<file path="config.mk">
export PLATFORM = sky130hd
export DESIGN_NAME = dvs_rst_req_rx
export DESIGN_NICKNAME = d
export VERILOG_FILES = /design/src/rtl/dvs_rst_req_rx.sv
export SDC_FILE = /design/constraint.sdc
export NUM_CORES = 1
export LEC_CHECK = 0
export CORE_UTILIZATION = 50
export CTS_CLUSTER_DIAMETER = 60
export DETAILED_ROUTE_END_ITERATION = 16
export GPL_TIMING_DRIVEN = 0
export HOLD_SLACK_MARGIN = 0.08
export PLACE_DENSITY = 0.76
export SLEW_MARGIN = 0
export SYNTH_ARGS = -nofsm -noshare
export SYNTH_HDL_FRONTEND = slang
export SYNTH_SLANG_ARGS = --single-unit
</file>
<file path="constraint.sdc">
create_clock -name clk -period 2.69 [get_ports clk]
set_input_delay 0.538 -clock clk [delete_from_list [all_inputs] [get_ports clk]]
set_output_delay 0.538 -clock clk [all_outputs]
set_load 0.03 [all_outputs]
</file>
<file path="src/rtl/dvs_rst_req_rx.sv">
// dvs_rst_req_rx: receive-side reset qualifier.
// Synchronises an asynchronous, active-low reset request into clk. Requests
// shorter than MIN_WIDTH are rejected as glitches; qualified requests drive a
// registered synchronous reset that is held for STRETCH cycles after release.
//
// Ports:
//   clk          single clock
//   rst          synchronous active-high local reset
//   rst_req_n_i  asynchronous active-low reset request
//   rst_o        qualified active-high reset, registered
//   rst_n_o      complement of rst_o, registered
//   glitch_o     1-cycle pulse when a request is rejected as too short
//   rst_cnt_o    saturating count of qualified reset events
//   busy_o       FSM is not idle
//   req_width_o  (DVS_RST_REQ_RX_WIDTH_MEAS_EN only) width of the last request, saturating
//
// Optional feature macro: DVS_RST_REQ_RX_WIDTH_MEAS_EN
module dvs_rst_req_rx #(
  parameter int SYNC_STAGES = 2,
  parameter int MIN_WIDTH   = 4,
  parameter int STRETCH     = 16,
  parameter int CNT_W       = 8
) (
  input  logic             clk,
  input  logic             rst,
  input  logic             rst_req_n_i,
  output logic             rst_o,
  output logic             rst_n_o,
  output logic             glitch_o,
  output logic [CNT_W-1:0] rst_cnt_o,
  output logic             busy_o
`ifdef DVS_RST_REQ_RX_WIDTH_MEAS_EN
  ,
  output logic [CNT_W-1:0] req_width_o
`endif
);

  // Shared counter only ever needs to reach max(MIN_WIDTH,STRETCH)-1.
  localparam int MAXC = (MIN_WIDTH > STRETCH) ? MIN_WIDTH : STRETCH;
  localparam int CW   = (MAXC < 2) ? 1 : $clog2(MAXC);
  localparam logic [CW-1:0] MW_LAST = CW'(MIN_WIDTH - 1);
  localparam logic [CW-1:0] ST_LAST = CW'(STRETCH - 1);

  typedef enum logic [1:0] {S_IDLE, S_FILTER, S_ASSERT, S_STRETCH} state_t;

  logic [SYNC_STAGES-1:0] r_sync;
  logic                   w_req;
  state_t                 r_state, w_nxt;
  logic [CW-1:0]          r_cnt, w_cnt_nxt;
  logic                   w_glitch, w_inc;
  logic                   r_rst, r_rst_n, r_glitch;
  logic [CNT_W-1:0]       r_rst_cnt;

  // Synchroniser: no async reset; the local reset just forces "inactive".
  always_ff @(posedge clk) begin
    if (rst) r_sync <= '1;
    else     r_sync <= {r_sync[SYNC_STAGES-2:0], rst_req_n_i};
  end

  assign w_req = ~r_sync[SYNC_STAGES-1];

  always_comb begin
    w_nxt     = r_state;
    w_cnt_nxt = r_cnt;
    w_glitch  = 1'b0;
    w_inc     = 1'b0;
    case (r_state)
      S_IDLE: begin
        if (w_req) begin
          if (MIN_WIDTH == 1) begin
            w_nxt = S_ASSERT;
            w_inc = 1'b1;
          end else begin
            // The IDLE sample counts as the first active sample.
            w_nxt     = S_FILTER;
            w_cnt_nxt = CW'(1);
          end
        end
      end
      S_FILTER: begin
        if (!w_req) begin
          w_nxt    = S_IDLE;
          w_glitch = 1'b1;
        end else if (r_cnt == MW_LAST) begin
          w_nxt = S_ASSERT;
          w_inc = 1'b1;
        end else begin
          w_cnt_nxt = r_cnt + CW'(1);
        end
      end
      S_ASSERT: begin
        if (!w_req) begin
          w_nxt     = S_STRETCH;
          w_cnt_nxt = '0;
        end
      end
      S_STRETCH: begin
        // Re-request wins over the final stretch cycle; output already high,
        // so no filtering and no event count.
        if (w_req)                 w_nxt = S_ASSERT;
        else if (r_cnt == ST_LAST) w_nxt = S_IDLE;
        else                       w_cnt_nxt = r_cnt + CW'(1);
      end
      default: w_nxt = S_IDLE;
    endcase
  end

  always_ff @(posedge clk) begin
    if (rst) begin
      r_state   <= S_STRETCH;
      r_cnt     <= '0;
      r_rst     <= 1'b1;
      r_rst_n   <= 1'b0;
      r_glitch  <= 1'b0;
      r_rst_cnt <= '0;
    end else begin
      r_state  <= w_nxt;
      r_cnt    <= w_cnt_nxt;
      r_rst    <=  ((w_nxt == S_ASSERT) || (w_nxt == S_STRETCH));
      r_rst_n  <= !((w_nxt == S_ASSERT) || (w_nxt == S_STRETCH));
      r_glitch <= w_glitch;
      if (w_inc && (r_rst_cnt != '1)) r_rst_cnt <= r_rst_cnt + CNT_W'(1);
    end
  end

  assign rst_o     = r_rst;
  assign rst_n_o   = r_rst_n;
  assign glitch_o  = r_glitch;
  assign rst_cnt_o = r_rst_cnt;
  assign busy_o    = (r_state != S_IDLE);

`ifdef DVS_RST_REQ_RX_WIDTH_MEAS_EN
  // r_wcnt runs while the request is active; r_width captures it when the
  // FSM sees the request drop (glitches included).
  logic [CNT_W-1:0] r_wcnt, r_width;

  always_ff @(posedge clk) begin
    if (rst) begin
      r_wcnt  <= '0;
      r_width <= '0;
    end else begin
      case (r_state)
        S_IDLE, S_STRETCH: begin
          if (w_req) r_wcnt <= CNT_W'(1);
        end
        S_FILTER, S_ASSERT: begin
          if (w_req) begin
            if (r_wcnt != '1) r_wcnt <= r_wcnt + CNT_W'(1);
          end else begin
            r_width <= r_wcnt;
          end
        end
        default: ;
      endcase
    end
  end

  assign req_width_o = r_width;
`endif

endmodule
</file>
==> impl_metrics.toml, run 1 <==
[setup_path]
crit_family = "buffers and inverters"
crit_path_cell_trace = "clkbuf_1 > or2_2 > clkdlybuf4s50_1"
cp_max_fo = 10
worstPathRequired_ns = 2.15
worst-setup-path-type = "flip-flop to output pin"
cp_slowest_stage_delay_ns = 0.66
start_kind = "flip-flop"
cp_slowest_cell = "clkdlybuf4s50_1"
crit_arrival_ns = 1.84
cp_num_buf_inv = 2
cp-end-kind = "output pin"

[floorplanning]
core_area_um2 = 1580
ios = 15
rows = 14
die_x_um = 44.2
fp.dieH_um = 44.2
start_util = 0.565
dieArea_um2 = 1950

[routing]
route.detailed.wl_per_inst_um = 12.6
drc = 0
wl_met1_um = 860
top_layer_used = "met4"
dr.pass1.iters = 6
vias = 775
via_per_inst = 5.78
totalWireLength_um = 1690
wl_met2_um = 721
route.met3.wl_um = 57
drtIter0Drc = 16
ant_nets = 0

[layout]
final_common_cell = "dfxtp_1"
layout.nets = 125
final_cell_mix = "dfxtp_1, clkdlybuf4s50_1, nor2_1, a21oi_1, or2_2"
drive_above_1_share = 0.136
diodes = 0
fill_cells = 136
syn2layout_area_growth_pct = 19.4
design_area_um2 = 1060

[synthesis]
yosys_warnings = 0
synth-seq-area-share = 0.404
synth-async-reset-ratio = 0
synth_edf_count = 0
synth-main-ff-cell = "dfxtp_1"
syn_nets = 107
syn_area_um2 = 891
synth-seq-cells = 18
synth_cells = 102
syn_avg_cell_area_um2 = 8.73
yosysUniqueCellTypes = 39

[grt]
grt_pass1_vias = 634
grt-ovfl-total = 0
grt_usage = 0.197
grt_max_degree = 11
antenna_found_initial = 0
grt_pass1_wl_um = 2750

[min_path]
hold_path.class = "flip-flop to flip-flop"

[sta]
min_period_over_period = 0.886
clock_skew_ns = 0.00287
report.final.slew_viol_count = 0
finalHoldViolations = 0
grt_setup_unrepaired = "false"
tns_ns = 0
worst_slack_ns = 0.307
setup_viol = 0
worst_pin_slew_ns = 0.496
hold_slack_ns = 0.431
fin_crit_ns = 2.38
fmax_mhz = 420
relSlewSlack = 0.661

[power]
vdd_drop_max_v = 0.000230
p_leak_uw = 0.000382
pwr-share-comb = 0.062
power_uw = 445
power_frac_seq = 0.625
swShare = 0.240
clock_power_share = 0.312
power_density_nw_per_um2 = 419
p_switching_uw = 107
p_int_uw = 338

[clock_network]
cts-htree-levels = 1
cts_tree = "done"
clkTransAtPathRegs_ns = 0.10
post_cts_buffers = 0
cts_hold_buf = 0
root_buffer = "clkbuf_4"
clockBufferDepth = 2
numCtsBuffers = 3
cts_resized = 0
clock_latency_ns = 0.30
cts.sinks = 18

[flow_run]
drv_cap = 0

[place]
numPortBuffers = 13
gp_congestion = 0.813
dpl.hpwl_um = 1210
placed_area_um2 = 1040
place_ws_ns = 0.496

[status]
status = "finished clean"
[power groups by stage]
stage               clock network, uW  registers [uW]  logic, uW
floorplan                           0             283       21.5
global placement                    0             284       26.3
detailed placement                  0             285       27.8
CTS                               140             279       28.1
global route                      149             279       31.1
finish                            139             279       27.7
[cells by family (layout without fill, tap and decap cells)]
kind of cell             Yosys count  after routing  share of synthesized area
AO/OA/AOI/OAI                     25             25                      0.176
XOR/XNOR                           3              3                     0.0295
adder cells (fa/ha/maj)            2              2                     0.0281
buffers and inverters              5             21                     0.0295
flip-flops                        18             18                      0.404
multiplexers                       2              2                     0.0239
AND/OR/NAND/NOR                   47             47                      0.309
[state kept, by name, indices dropped and copies added, names as in the netlist]
signal,flops
rst_cnt_o,8
r_state,2
r_sync,2
rst_n_o,1
r_cnt,4
glitch_o,1
[metal layers]
metal | global-route usage | vias up
met5 | 0 | -
li1 | - | 404
met2 | 0.262 | 16
met4 | 0.139 | 0
met3 | 0.0490 | 5
met1 | 0.274 | 350
[area by class of cell]
type,instances,area [um2],area share
clock buffer,3,22.5,0.0212
sequential,18,360,0.339
inverter,1,3.75,0.00353
timing repair buffer,13,130,0.122
multi-input combinational,79,504,0.474
buffer,4,22.5,0.0212
tap,16,20.0,0.0188
[cells in the mapped netlist (2+ instances only)]
cell type,number,area (um2)
nor2_1,9,33.8
clkbuf_1,3,11.3
a31oi_1,3,18.8
ha_1,2,25.0
or2_2,6,37.5
o21ai_0,5,25.0
xnor2_1,2,17.5
nand2_1,5,18.8
nand3_1,5,25.0
or3_2,2,15.0
nand4_1,2,12.5
dfxtp_1,18,360
nor3_1,2,10.0
a21oi_1,9,45.0
or3_1,2,12.5
nand2b_1,3,18.8
nor2b_1,2,12.5
[path summary, 6_finish.rpt]
path / start / end / slack [ns] / depth (start not counted)
setup / recovery: r_state[1] / busy_o / 0.31 / 3
hold / removal: r_sync[0] / r_sync[1] / 0.43 / 1
setup reg to reg: r_cnt[0] / rst_cnt_o[0] / 0.49 / 5
hold reg to reg: r_sync[0] / r_sync[1] / 0.43 / 1
[metrics by stage]
stage / util / std cells
2_1_floorplan: - / 102
3_3_place_gp: 0.660 / 131
3_5_place_dp: 0.660 / 131
4_1_cts: 0.675 / 134
5_1_grt: 0.675 / 134
6_report: 0.675 / 134
Note: power is estimated with default switching activity, not from simulation.
==> run 2, diff against run 1 <==
CTS_CLUSTER_SIZE = 8   (was not set)
==> results of run 2 <==
No change in the layout: final DEF, timing and power equal those of run 1.
==> run 3, diff against run 2 <==
MAX_ROUTING_LAYER = met4   (was not set)
==> run 3 against run 2 <==
Net effect: utilization unchanged; clock skew hardly changed; maximum frequency is essentially flat; cell area stayed put; critical endpoint unchanged; clock power barely moved; setup slack about the same; via count grew 0.13%; sequential power barely moved; largest cell class unchanged; global-route usage is 0.60 points higher; first-iteration DRC count is the same; count of clock-buffer cells in the layout is the same.
==> impl_metrics.toml, run 3 (same netlist as run 1, synthesis figures left out) <==
[routing]
route.detailed.wl_per_inst_um = 12.6
vias = 776
ant_nets = 0
via_per_inst = 5.79
dr.pass1.iters = 6
drc = 0
drtIter0Drc = 16
totalWireLength_um = 1690

[floorplanning]
rows = 14
fp.dieH_um = 44.2
die_x_um = 44.2
start_util = 0.565
core_area_um2 = 1580
dieArea_um2 = 1950
ios = 15

[status]
status = "finished clean"

[sta]
clock_skew_ns = 0.00289
relSlewSlack = 0.661
fmax_mhz = 420
grt_setup_unrepaired = "false"
hold_slack_ns = 0.431
setup_viol = 0
tns_ns = 0
finalHoldViolations = 0
worst_pin_slew_ns = 0.496
min_period_over_period = 0.886
report.final.slew_viol_count = 0
fin_crit_ns = 2.38

[setup_path]
cp_slowest_cell = "clkdlybuf4s50_1"
r2r_cells = 5
crit_start = "r_state[1]"
cp_slowest_stage_delay_ns = 0.66
crit_arrival_ns = 1.84
r2r_start = "r_cnt[0]"
cp-end-kind = "output pin"
worstPathRequired_ns = 2.15
rr_endpoint = "rst_cnt_o[0]"
cp_num_buf_inv = 2
cp_max_fo = 10
crit_path_cell_trace = "clkbuf_1 > or2_2 > clkdlybuf4s50_1"
start_kind = "flip-flop"
r2r_slack_ns = 0.49
worst-setup-path-type = "flip-flop to output pin"
crit_family = "buffers and inverters"

[power]
vdd_drop_max_v = 0.000230
power_uw = 445
clock_power_share = 0.312
power_frac_seq = 0.625
p_int_uw = 338
p_switching_uw = 107
swShare = 0.240
pwr-share-comb = 0.062
power_density_nw_per_um2 = 419
p_leak_uw = 0.000382

[grt]
grt_usage = 0.203
grt_max_degree = 11
grt_pass1_wl_um = 2750
antenna_found_initial = 0
grt_pass1_vias = 635
grt-ovfl-total = 0

[clock_network]
clockBufferDepth = 2
post_cts_buffers = 0
cts_hold_buf = 0
clock_latency_ns = 0.30
cts_resized = 0
cts_tree = "done"
cts.sinks = 18
numCtsBuffers = 3
root_buffer = "clkbuf_4"
clkTransAtPathRegs_ns = 0.10
cts-htree-levels = 1

[min_path]
min_path_cells = 1
hold_path.class = "flip-flop to flip-flop"
holdPathEnd = "r_sync[1]"
min_from = "r_sync[0]"

[place]
numPortBuffers = 13
gp_congestion = 0.825
dp_cells = 131
dpl.hpwl_um = 1210

[layout]
syn2layout_area_growth_pct = 19.4
largest_reg_flops = 8
finish.utilization = 0.675
drive_above_1_share = 0.136
diodes = 0
final_cells = 134
final_cell_mix = "dfxtp_1, clkdlybuf4s50_1, nor2_1, a21oi_1, or2_2"
layout.nets = 125
final_common_cell = "dfxtp_1"

[flow_run]
drv_cap = 0
[run 3: cell counts in the layout (fill, tap and decap cells not counted)]
Identical to the previous run, type by type.
[run 3: cell type report]
type / count / area (um2)
buffer: 4 / 22.5
clock buffer: 3 / 22.5
fill: 136 / 513
inverter: 1 / 3.75
multi-input combinational: 79 / 504
sequential: 18 / 360
tap: 16 / 20.0
timing repair buffer: 13 / 130
[run 3: worst max-delay path by stage]
| stage | to | slack [ns] | cells after the start |
|---|---|---|---|
| 4_1_cts | busy_o | 0.31 | 3 |
| 6_report | busy_o | 0.31 | 3 |
| 5_1_grt | busy_o | 0.23 | 3 |
| 3_3_place_gp | rst_cnt_o[0] | 0.52 | 5 |
| 3_5_place_dp | rst_cnt_o[0] | 0.50 | 5 |
| 2_1_floorplan | rst_cnt_o[0] | 0.66 | 5 |
[run 3: metrics by stage]
| stage | cell area (um2) | setup slack (ns) |
|---|---|---|
| 2_1_floorplan | 891 | 0.665 |
| 5_1_grt | 1060 | 0.231 |
| 6_report | 1060 | 0.307 |
| 4_1_cts | 1060 | 0.315 |
| 3_3_place_gp | 1040 | 0.524 |
| 3_5_place_dp | 1040 | 0.496 |
[run 3: metal layers]
layer | up-vias | share of wire | track usage
met5 | - | 0 | -
met4 | 0 | 0.028 | 0.139
met3 | 6 | 0.035 | 0.0490
met2 | 16 | 0.43 | 0.262
met1 | 350 | 0.51 | 0.274
li1 | 404 | - | -
[run 3: power groups by stage]
| stage | registers [uW] | clock network [uW] | logic, uW |
|---|---|---|---|
| CTS | 279 | 140 | 28.1 |
| global route | 279 | 149 | 31.1 |
| floorplan | 283 | 0 | 21.5 |
| global placement | 284 | 0 | 26.3 |
| detailed placement | 285 | 0 | 27.8 |
| finish | 279 | 139 | 27.7 |
